[src/rtl/lsu_dmem_master_if.sv]
// Request/response and data-memory bus of the load/store unit.
// master = LSU side, slave = pipeline/memory side.
interface lsu_dmem_master_if #(
    parameter int ADDR_WIDTH = 16
);
    logic                  req_valid;
    logic                  req_ready;
    logic                  req_we;
    logic                  req_size;
    logic                  req_unsigned;
    logic [ADDR_WIDTH-1:0] req_addr;
    logic [15:0]           req_wdata;
    logic                  resp_valid;
    logic [15:0]           resp_rdata;
    logic                  resp_err;
    logic [ADDR_WIDTH-1:0] dmem_addr;
    logic [15:0]           dmem_wdata;
    logic                  dmem_we;
    logic                  dmem_re;
    logic [15:0]           dmem_rdata;

    modport master (
        input  req_valid, req_we, req_size, req_unsigned, req_addr, req_wdata, dmem_rdata,
        output req_ready, resp_valid, resp_rdata, resp_err,
               dmem_addr, dmem_wdata, dmem_we, dmem_re
    );

    modport slave (
        output req_valid, req_we, req_size, req_unsigned, req_addr, req_wdata, dmem_rdata,
        input  req_ready, resp_valid, resp_rdata, resp_err,
               dmem_addr, dmem_wdata, dmem_we, dmem_re
    );
endinterface

[src/rtl/lsu_dmem_master.sv]
// Load/store unit driving a 16-bit word-addressed data memory; byte stores use read-modify-write.
// Optional LSU_STATS_EN adds saturating load/store/error completion counters.
module lsu_dmem_master #(
    parameter int ADDR_WIDTH = 16
) (
    input  logic clk,
    input  logic rst,
    lsu_dmem_master_if.master bus
`ifdef LSU_STATS_EN
    ,
    output logic [15:0] o_stat_loads,
    output logic [15:0] o_stat_stores,
    output logic [15:0] o_stat_errs
`endif
);

    typedef enum logic [2:0] {
        IDLE,
        RD,
        LDW,
        RMW_RD,
        RMW_MRG,
        WR,
        ERR,
        RESP
    } state_t;

    state_t                r_state;
    logic                  r_size;
    logic                  r_unsigned;
    logic                  r_lane;
    logic [7:0]            r_byte;
    logic [ADDR_WIDTH-1:0] r_dmemAddr;
    logic [15:0]           r_dmemWdata;
    logic                  r_dmemWe;
    logic                  r_dmemRe;
    logic [15:0]           r_respRdata;

    logic                  w_canAccept;
    logic                  w_accept;
    logic                  w_misaligned;
    logic [ADDR_WIDTH-1:0] w_wordAddr;
    logic [7:0]            w_laneByte;
    logic [15:0]           w_loadData;
    logic [15:0]           w_merged;

    // RESP and ERR are the response-pulse cycles; they behave as idle so a new request can be taken back-to-back.
    assign w_canAccept  = (r_state == IDLE) || (r_state == RESP) || (r_state == ERR);
    assign w_accept     = bus.req_valid && w_canAccept;
    assign w_misaligned = bus.req_size && bus.req_addr[0];
    assign w_wordAddr   = {1'b0, bus.req_addr[ADDR_WIDTH-1:1]};

    assign w_laneByte = r_lane ? bus.dmem_rdata[15:8] : bus.dmem_rdata[7:0];
    assign w_loadData = r_size ? bus.dmem_rdata
                               : {{8{~r_unsigned & w_laneByte[7]}}, w_laneByte};
    assign w_merged   = r_lane ? {r_byte, bus.dmem_rdata[7:0]}
                               : {bus.dmem_rdata[15:8], r_byte};

    always_ff @(posedge clk or posedge rst) begin
        if (rst) begin
            r_state     <= IDLE;
            r_size      <= 1'b0;
            r_unsigned  <= 1'b0;
            r_lane      <= 1'b0;
            r_byte      <= 8'h00;
            r_dmemAddr  <= '0;
            r_dmemWdata <= 16'h0000;
            r_dmemWe    <= 1'b0;
            r_dmemRe    <= 1'b0;
            r_respRdata <= 16'h0000;
        end else begin
            r_dmemWe    <= 1'b0;
            r_dmemRe    <= 1'b0;
            r_respRdata <= 16'h0000;
            case (r_state)
                IDLE, RESP, ERR: begin
                    if (w_accept) begin
                        r_size     <= bus.req_size;
                        r_unsigned <= bus.req_unsigned;
                        r_lane     <= bus.req_addr[0];
                        r_byte     <= bus.req_wdata[7:0];
                        if (w_misaligned) begin
                            r_state <= ERR;
                        end else if (bus.req_we && bus.req_size) begin
                            r_dmemAddr  <= w_wordAddr;
                            r_dmemWdata <= bus.req_wdata;
                            r_dmemWe    <= 1'b1;
                            r_state     <= WR;
                        end else if (bus.req_we) begin
                            r_dmemAddr <= w_wordAddr;
                            r_dmemRe   <= 1'b1;
                            r_state    <= RMW_RD;
                        end else begin
                            r_dmemAddr <= w_wordAddr;
                            r_dmemRe   <= 1'b1;
                            r_state    <= RD;
                        end
                    end else begin
                        r_state <= IDLE;
                    end
                end
                RD:      r_state <= LDW;
                LDW: begin
                    r_respRdata <= w_loadData;
                    r_state     <= RESP;
                end
                RMW_RD:  r_state <= RMW_MRG;
                RMW_MRG: begin
                    r_dmemWdata <= w_merged;
                    r_dmemWe    <= 1'b1;
                    r_state     <= WR;
                end
                WR:      r_state <= RESP;
                default: r_state <= IDLE;
            endcase
        end
    end

    assign bus.req_ready  = w_canAccept;
    assign bus.resp_valid = (r_state == RESP) || (r_state == ERR);
    assign bus.resp_err   = (r_state == ERR);
    assign bus.resp_rdata = r_respRdata;
    assign bus.dmem_addr  = r_dmemAddr;
    assign bus.dmem_wdata = r_dmemWdata;
    assign bus.dmem_we    = r_dmemWe;
    assign bus.dmem_re    = r_dmemRe;

`ifdef LSU_STATS_EN
    logic [15:0] r_statLoads;
    logic [15:0] r_statStores;
    logic [15:0] r_statErrs;

    // Each counter bumps on the edge into its response cycle and sticks at all-ones.
    always_ff @(posedge clk or posedge rst) begin
        if (rst) begin
            r_statLoads  <= 16'h0000;
            r_statStores <= 16'h0000;
            r_statErrs   <= 16'h0000;
        end else begin
            if (r_state == LDW && r_statLoads != 16'hFFFF)
                r_statLoads <= r_statLoads + 16'd1;
            if (r_state == WR && r_statStores != 16'hFFFF)
                r_statStores <= r_statStores + 16'd1;
            if (w_accept && w_misaligned && r_statErrs != 16'hFFFF)
                r_statErrs <= r_statErrs + 16'd1;
        end
    end

    assign o_stat_loads  = r_statLoads;
    assign o_stat_stores = r_statStores;
    assign o_stat_errs   = r_statErrs;
`endif

endmodule

[src/flat_wrapper.sv]
// flat-port wrapper written by rule: the top's interface ports become plain ports
module lsu_dmem_master_flat 
#(
    parameter int ADDR_WIDTH = 16
)
  (clk, rst, bus_req_valid, bus_req_we, bus_req_size, bus_req_unsigned, bus_req_addr, bus_req_wdata, bus_dmem_rdata, bus_req_ready, bus_resp_valid, bus_resp_rdata, bus_resp_err, bus_dmem_addr, bus_dmem_wdata, bus_dmem_we, bus_dmem_re);
  lsu_dmem_master_if #(.ADDR_WIDTH(ADDR_WIDTH)) bus_i ();
  input  logic clk;
  input  logic rst;
  input wire logic [$bits(bus_i.req_valid)-1:0] bus_req_valid;
  input wire logic [$bits(bus_i.req_we)-1:0] bus_req_we;
  input wire logic [$bits(bus_i.req_size)-1:0] bus_req_size;
  input wire logic [$bits(bus_i.req_unsigned)-1:0] bus_req_unsigned;
  input wire logic [$bits(bus_i.req_addr)-1:0] bus_req_addr;
  input wire logic [$bits(bus_i.req_wdata)-1:0] bus_req_wdata;
  input wire logic [$bits(bus_i.dmem_rdata)-1:0] bus_dmem_rdata;
  output wire logic [$bits(bus_i.req_ready)-1:0] bus_req_ready;
  output wire logic [$bits(bus_i.resp_valid)-1:0] bus_resp_valid;
  output wire logic [$bits(bus_i.resp_rdata)-1:0] bus_resp_rdata;
  output wire logic [$bits(bus_i.resp_err)-1:0] bus_resp_err;
  output wire logic [$bits(bus_i.dmem_addr)-1:0] bus_dmem_addr;
  output wire logic [$bits(bus_i.dmem_wdata)-1:0] bus_dmem_wdata;
  output wire logic [$bits(bus_i.dmem_we)-1:0] bus_dmem_we;
  output wire logic [$bits(bus_i.dmem_re)-1:0] bus_dmem_re;
  assign bus_i.req_valid = bus_req_valid;
  assign bus_i.req_we = bus_req_we;
  assign bus_i.req_size = bus_req_size;
  assign bus_i.req_unsigned = bus_req_unsigned;
  assign bus_i.req_addr = bus_req_addr;
  assign bus_i.req_wdata = bus_req_wdata;
  assign bus_i.dmem_rdata = bus_dmem_rdata;
  assign bus_req_ready = bus_i.req_ready;
  assign bus_resp_valid = bus_i.resp_valid;
  assign bus_resp_rdata = bus_i.resp_rdata;
  assign bus_resp_err = bus_i.resp_err;
  assign bus_dmem_addr = bus_i.dmem_addr;
  assign bus_dmem_wdata = bus_i.dmem_wdata;
  assign bus_dmem_we = bus_i.dmem_we;
  assign bus_dmem_re = bus_i.dmem_re;
  lsu_dmem_master #(.ADDR_WIDTH(ADDR_WIDTH)) u_core (.clk(clk), .rst(rst), .bus(bus_i));
endmodule
[config.mk]
export PLATFORM = sky130hd
export DESIGN_NAME = lsu_dmem_master_flat
export DESIGN_NICKNAME = d
export VERILOG_FILES = /design/src/rtl/lsu_dmem_master_if.sv /design/src/rtl/lsu_dmem_master.sv /design/src/flat_wrapper.sv
export SDC_FILE = /design/constraint.sdc
export NUM_CORES = 1
export LEC_CHECK = 0
export ABC_AREA = 1
export CELL_PAD_IN_SITES_DETAIL_PLACEMENT = 1
export CELL_PAD_IN_SITES_GLOBAL_PLACEMENT = 2
export CORE_ASPECT_RATIO = 1.75
export CORE_MARGIN = 3
export CORE_UTILIZATION = 22
export CTS_CLUSTER_DIAMETER = 50
export DETAILED_ROUTE_END_ITERATION = 8
export PLACE_DENSITY = 0.88
export SYNTH_ARGS = -nofsm -noshare
export SYNTH_HDL_FRONTEND = slang
export SYNTH_SLANG_ARGS = --single-unit
[constraint.sdc]
create_clock -name clk -period 1.9 [get_ports clk]
set_input_delay 0.38 -clock clk [delete_from_list [all_inputs] [get_ports clk]]
set_output_delay 0.38 -clock clk [all_outputs]
set_load 0.05 [all_outputs]
After elaboration in Yosys (flattened, before gate mapping)
Cells that the tools add are included.
{"block": "word_totals", "mem_bits_rw": 0, "n_memories": 0, "input_bits": 54, "reg_bits": 63, "latch_bits": 0, "rom_bits": 0, "output_inout_bits": 53, "wordCells": 57}
{"block": "classes", "multipliers": 0, "n_bitwise": 3, "n_reduce_logical": 13, "addsub": 0, "n_eq_ne": 10, "magnitude_cmp": 0, "div_mod_pow": 0, "shift": 0, "mux": 21}
{"op": "$mux W16", "count": 6}
{"op": "$pmux W16 S2", "count": 1}
{"op": "$pmux W3 S5", "count": 1}
{"op": "$eq A3 B3 Y1 const B", "count": 4}
{"op": "$mux W3", "count": 3}
{"op": "$mux W8", "count": 1}
{"op": "$mux W1", "count": 7}
{"op": "$eq A3 B2 Y1 const B", "count": 2}
{"op": "$ne A2 B1 Y1 const B", "count": 2}
{"op": "$reduce_and A4 Y1", "count": 1}
{"op": "$eq A3 B1 Y1 const B", "count": 1}
{"op": "$logic_and A1 B1 Y1", "count": 3}
{"op": "$logic_not A3 Y1", "count": 1}
{"op": "$logic_or A1 B1 Y1", "count": 3}
{"op": "$reduce_and A3 Y1", "count": 1}
{"op": "$reduce_or A3 Y1", "count": 1}
{"op": "$mux W2", "count": 1}
{"op": "$ne A2 B2 Y1 const B", "count": 1}
{"op": "$not A1 Y1", "count": 2}
{"op": "$pmux W1 S2", "count": 1}
{"op": "$reduce_and A2 Y1", "count": 1}
{"op": "$reduce_bool A2 Y1", "count": 1}
{"op": "$reduce_or A2 Y1", "count": 1}
{"op": "$and A1 B1 Y1", "count": 1}

Logic depth before layout (Yosys ltp)
{"block": "logic_depth", "depth_word": 6, "depth_mapped": 9, "ltp_nobuf": 7}

Least setup slack after synthesis
No wires, ideal clock.
{"block": "synth_path", "path_type": "register -> output", "start": "register u_core.r_state[2]", "end": "output port bus_resp_err", "path_stages_with_launch": 3, "t_required_ps": 1520, "slack_ps": -42, "arrival_ps": 1562, "n_path_buf": 0, "cell_sequence": "dfrtp_1 > inv_1 > nor3_1"}
{"block": "synth_between", "elab_chain_len": 1}
{"element": "start, declared", "line": "lsu_dmem_master.sv:28", "text": "state_t r_state;"}
{"element": "start signal, assigned", "line": "lsu_dmem_master.sv:61", "text": "r_state <= IDLE;"}
{"element": "start signal, assigned", "line": "lsu_dmem_master.sv:83", "text": "r_state <= ERR;"}
{"element": "start signal, assigned", "line": "lsu_dmem_master.sv:88", "text": "r_state <= WR;"}
{"element": "$eq A3 B3 Y1", "line": "lsu_dmem_master.sv:121", "text": "assign bus.resp_err = (r_state == ERR);"}
{"element": "end, declared", "line": "flat_wrapper.sv:20", "text": "output wire logic [$bits(bus_i.resp_err)-1:0] bus_resp_err;"}
Every way passes these cells.

Worst setup path in the final report
{"block": "layout_path", "start": "register u_core.r_dmemAddr[8], in the netlist u_core.bus.dmem_addr[8]", "end": "output port bus_dmem_addr[8]"}
{"element": "start, declared", "line": "lsu_dmem_master.sv:33", "text": "logic [ADDR_WIDTH-1:0] r_dmemAddr;"}
{"element": "start signal, assigned", "line": "lsu_dmem_master.sv:85", "text": "r_dmemAddr <= w_wordAddr;"}
{"element": "start signal, assigned", "line": "lsu_dmem_master.sv:90", "text": "r_dmemAddr <= w_wordAddr;"}
{"element": "start signal, assigned", "line": "lsu_dmem_master.sv:94", "text": "r_dmemAddr <= w_wordAddr;"}
{"element": "end, declared", "line": "flat_wrapper.sv:21", "text": "output wire logic [$bits(bus_i.dmem_addr)-1:0] bus_dmem_addr;"}
No word-level cell between the ends.

==> metrics <==
die area 15100 sq um; status completed; first-pass GRT wire length 16.6 mm; largest net degree at the start of global routing 34; Syn Nets 440; setup ws final 0.0350 ns; drt pass-1 iters 4; Slew @ Worst Pin 0.523 ns; final cycle utilization of the critical path 0.982; post-route design area 4560 sq um; Clock Sinks 63; routed length per instance 15.1 um; Post-Syn Area per Cell 7.78 sq um; Hold Crit Class in2async; CP peak stage delay 0.80 ns; Fill cells 1558; Cell Int Power 4570 uW; DR vias 2874; final setup TNS 0 ns; Seq pwr share 0.260; total track usage 0.141; core area 13100 sq um; Crit path max-delay family buffers and inverters; via/cell ratio 4.28; WL met1 3.76 mm; 1st-iter DRT viols 58; FP Rows 55; RR Startpoint u_core.r_state[0]; R2R setup slack 0.40 ns; part of the power in the clock network 0.203; CTS max path bufs 2; gpl congestion 0.779; Pleak 0.00243 uW; critical setup path kind reg2out; clock-pin slew on the worst setup and hold paths 0.06 ns; die width 94.3 um; IO Count 107; drc violations 0; Area Overhead vs Synth 51.8%; Rel. slew slack 0.651; WL met2 5.65 mm; Routed Antenna Nets 0; routed wire length 10.2 mm; Area after DPL 4230 sq um; post-CTS sizing 2; combinational power share 0.537; Top Metal Used met4; PD cells 1930 nW/um^2; Worst setup SP type register; switching share of power 0.482; Final setup viols 0; Final Hold Vio Count 0; #FFs+latches synth 63; vias in the first global route 3192; clock root buffer clkbuf_16; Worst VDD drop 544 uV; Post-Syn Instances 386; max cap viols 0; antenna fix cells 0; clk_lat worst skew 0.33 ns; CTS tree yes; starting density of the core 0.229; Max Clk Rate 0.536 GHz; sequential area share after synthesis 0.525; leading cell types in the layout, fill and taps excluded 166 x nand2_1, 63 x dfrtp_1, 60 x clkdlybuf4s50_1; die height 161 um; Worst R2R End u_core.r_size; metal3 WL 495 um; Final Max Tran Viols 0; placed insts 655; Final Instance Count excl. Fillers 671; dpl hpwl 7.94 mm; Total Power 8810 uW; critical-path cell list clkdlybuf4s50_1; Buf+Inv Stages, Crit Path 1; layout cells sized above 1 0.160; post-synthesis cell type count 28; grt ovf 0; commonest non-fill, non-tap cell in the layout nand2_1; TritonCTS buffer count 9; worst reg-to-reg path cell count 6; worst-path maximum fanout 2; slowest stage cell, crit path clkdlybuf4s50_1; # Post-CTS Setup Buffers 0; warnings from Yosys 0; Synth Cell Area 3000 sq um; RSZ-0062 raised after global routing false; Buffers on Ports 105; Clock Skews 0.00735 ns; Req. time, crit path 1.52 ns; crit path DAT 1.49 ns; CTS H-tree lvls 3; endpoint type of the worst setup path output pin; Post-CTS Hold Buffers 0; Psw 4240 uW; initial antenna violation count 0; fin crit period 1.87 ns; Nets 549; DP Worst Slack 0.0561 ns
power groups by stage:
stage	registers [uW]	clock network [uW]	logic, uW
2_1_floorplan	3670	0	1820
3_3_place_gp	2300	0	4730
3_5_place_dp	2310	0	4830
4_1_cts	2300	1840	4840
5_1_grt	2360	1890	5140
6_report	2290	1790	4740
Yosys cell counts, drive strengths merged:
master,number,area [sq um]
nand2,171,659
dfrtp,63,1580
nand3,37,203
nor2,34,138
inv,29,109
o21ai,20,104
buf,15,108
nor3,8,40.0
a21oi,3,30.0
clkbuf,1,3.75
clkinv,1,3.75
conb,1,3.75
nand3b,1,11.3
o21a,1,7.51
o21bai,1,7.51
logic make-up after synthesis:
kind of cell	synth area share
other	0.00125
buffers and inverters	0.0745
flip-flops	0.525
AO/OA/AOI/OAI	0.0496
AND/OR/NAND/NOR	0.350
area by class of cell:
type                    count  area [sq um]  share of cell area
clock buffers              10           229              0.0502
clock inverters             6          93.8              0.0206
inverters                  30           116              0.0255
multi-input cells         277          1210               0.265
flip-flops and latches     63          1580               0.346
well taps                 171           214              0.0469
repair buffers            114          1120               0.246
routing by layer:
| metal | vias to the layer above | track usage |
|---|---|---|
| met5 | - | 0 |
| met4 | 0 | 0.0631 |
| met3 | 16 | 0.0258 |
| met2 | 75 | 0.257 |
| met1 | 1369 | 0.153 |
| li1 | 1414 | - |
metrics by stage:
stage,hold slack (ns),util
after global placement,0.473,0.322
after floorplan,0.444,-
after global routing,0.470,0.347
final,0.425,0.347
after detailed placement,0.477,0.322
after CTS,0.431,0.346
worst reg2reg max path: stages (launching register included):
cell     delay [ns]
dfrtp_1        0.45
nor2_1         0.19
nand2_2        0.09
nand2_4        0.12
nand2_2        0.07
inv_1          0.31
o21ai_0        0.13
registers in the layout, summed over array words and instances, names as in the netlist:
signal	flops
u_core.bus.dmem_wdata	16
u_core.r_size	1
u_core.r_byte	8
u_core.bus.dmem_re	1
u_core.r_state	3
u_core.bus.dmem_we	1
u_core.bus.dmem_addr	15
u_core.r_unsigned	1
u_core.bus.resp_rdata	16
u_core.r_lane	1
worst max-delay path by stage:
stage	from	endpoint	slack, ns	cells after the start
floorplan	u_core.r_state[2]	bus_resp_err	0.38	2
global placement	bus_req_size	u_core.bus.dmem_wdata[12]	0.09	5
detailed placement	bus_req_size	u_core.bus.dmem_wdata[3]	0.06	5
CTS	u_core.bus.dmem_addr[10]	bus_dmem_addr[10]	0.006	1
global route	u_core.bus.dmem_addr[8]	bus_dmem_addr[8]	0.002	1
finish	u_core.bus.dmem_addr[8]	bus_dmem_addr[8]	0.03	1
No activity file was read; power rests on OpenSTA's default activity.
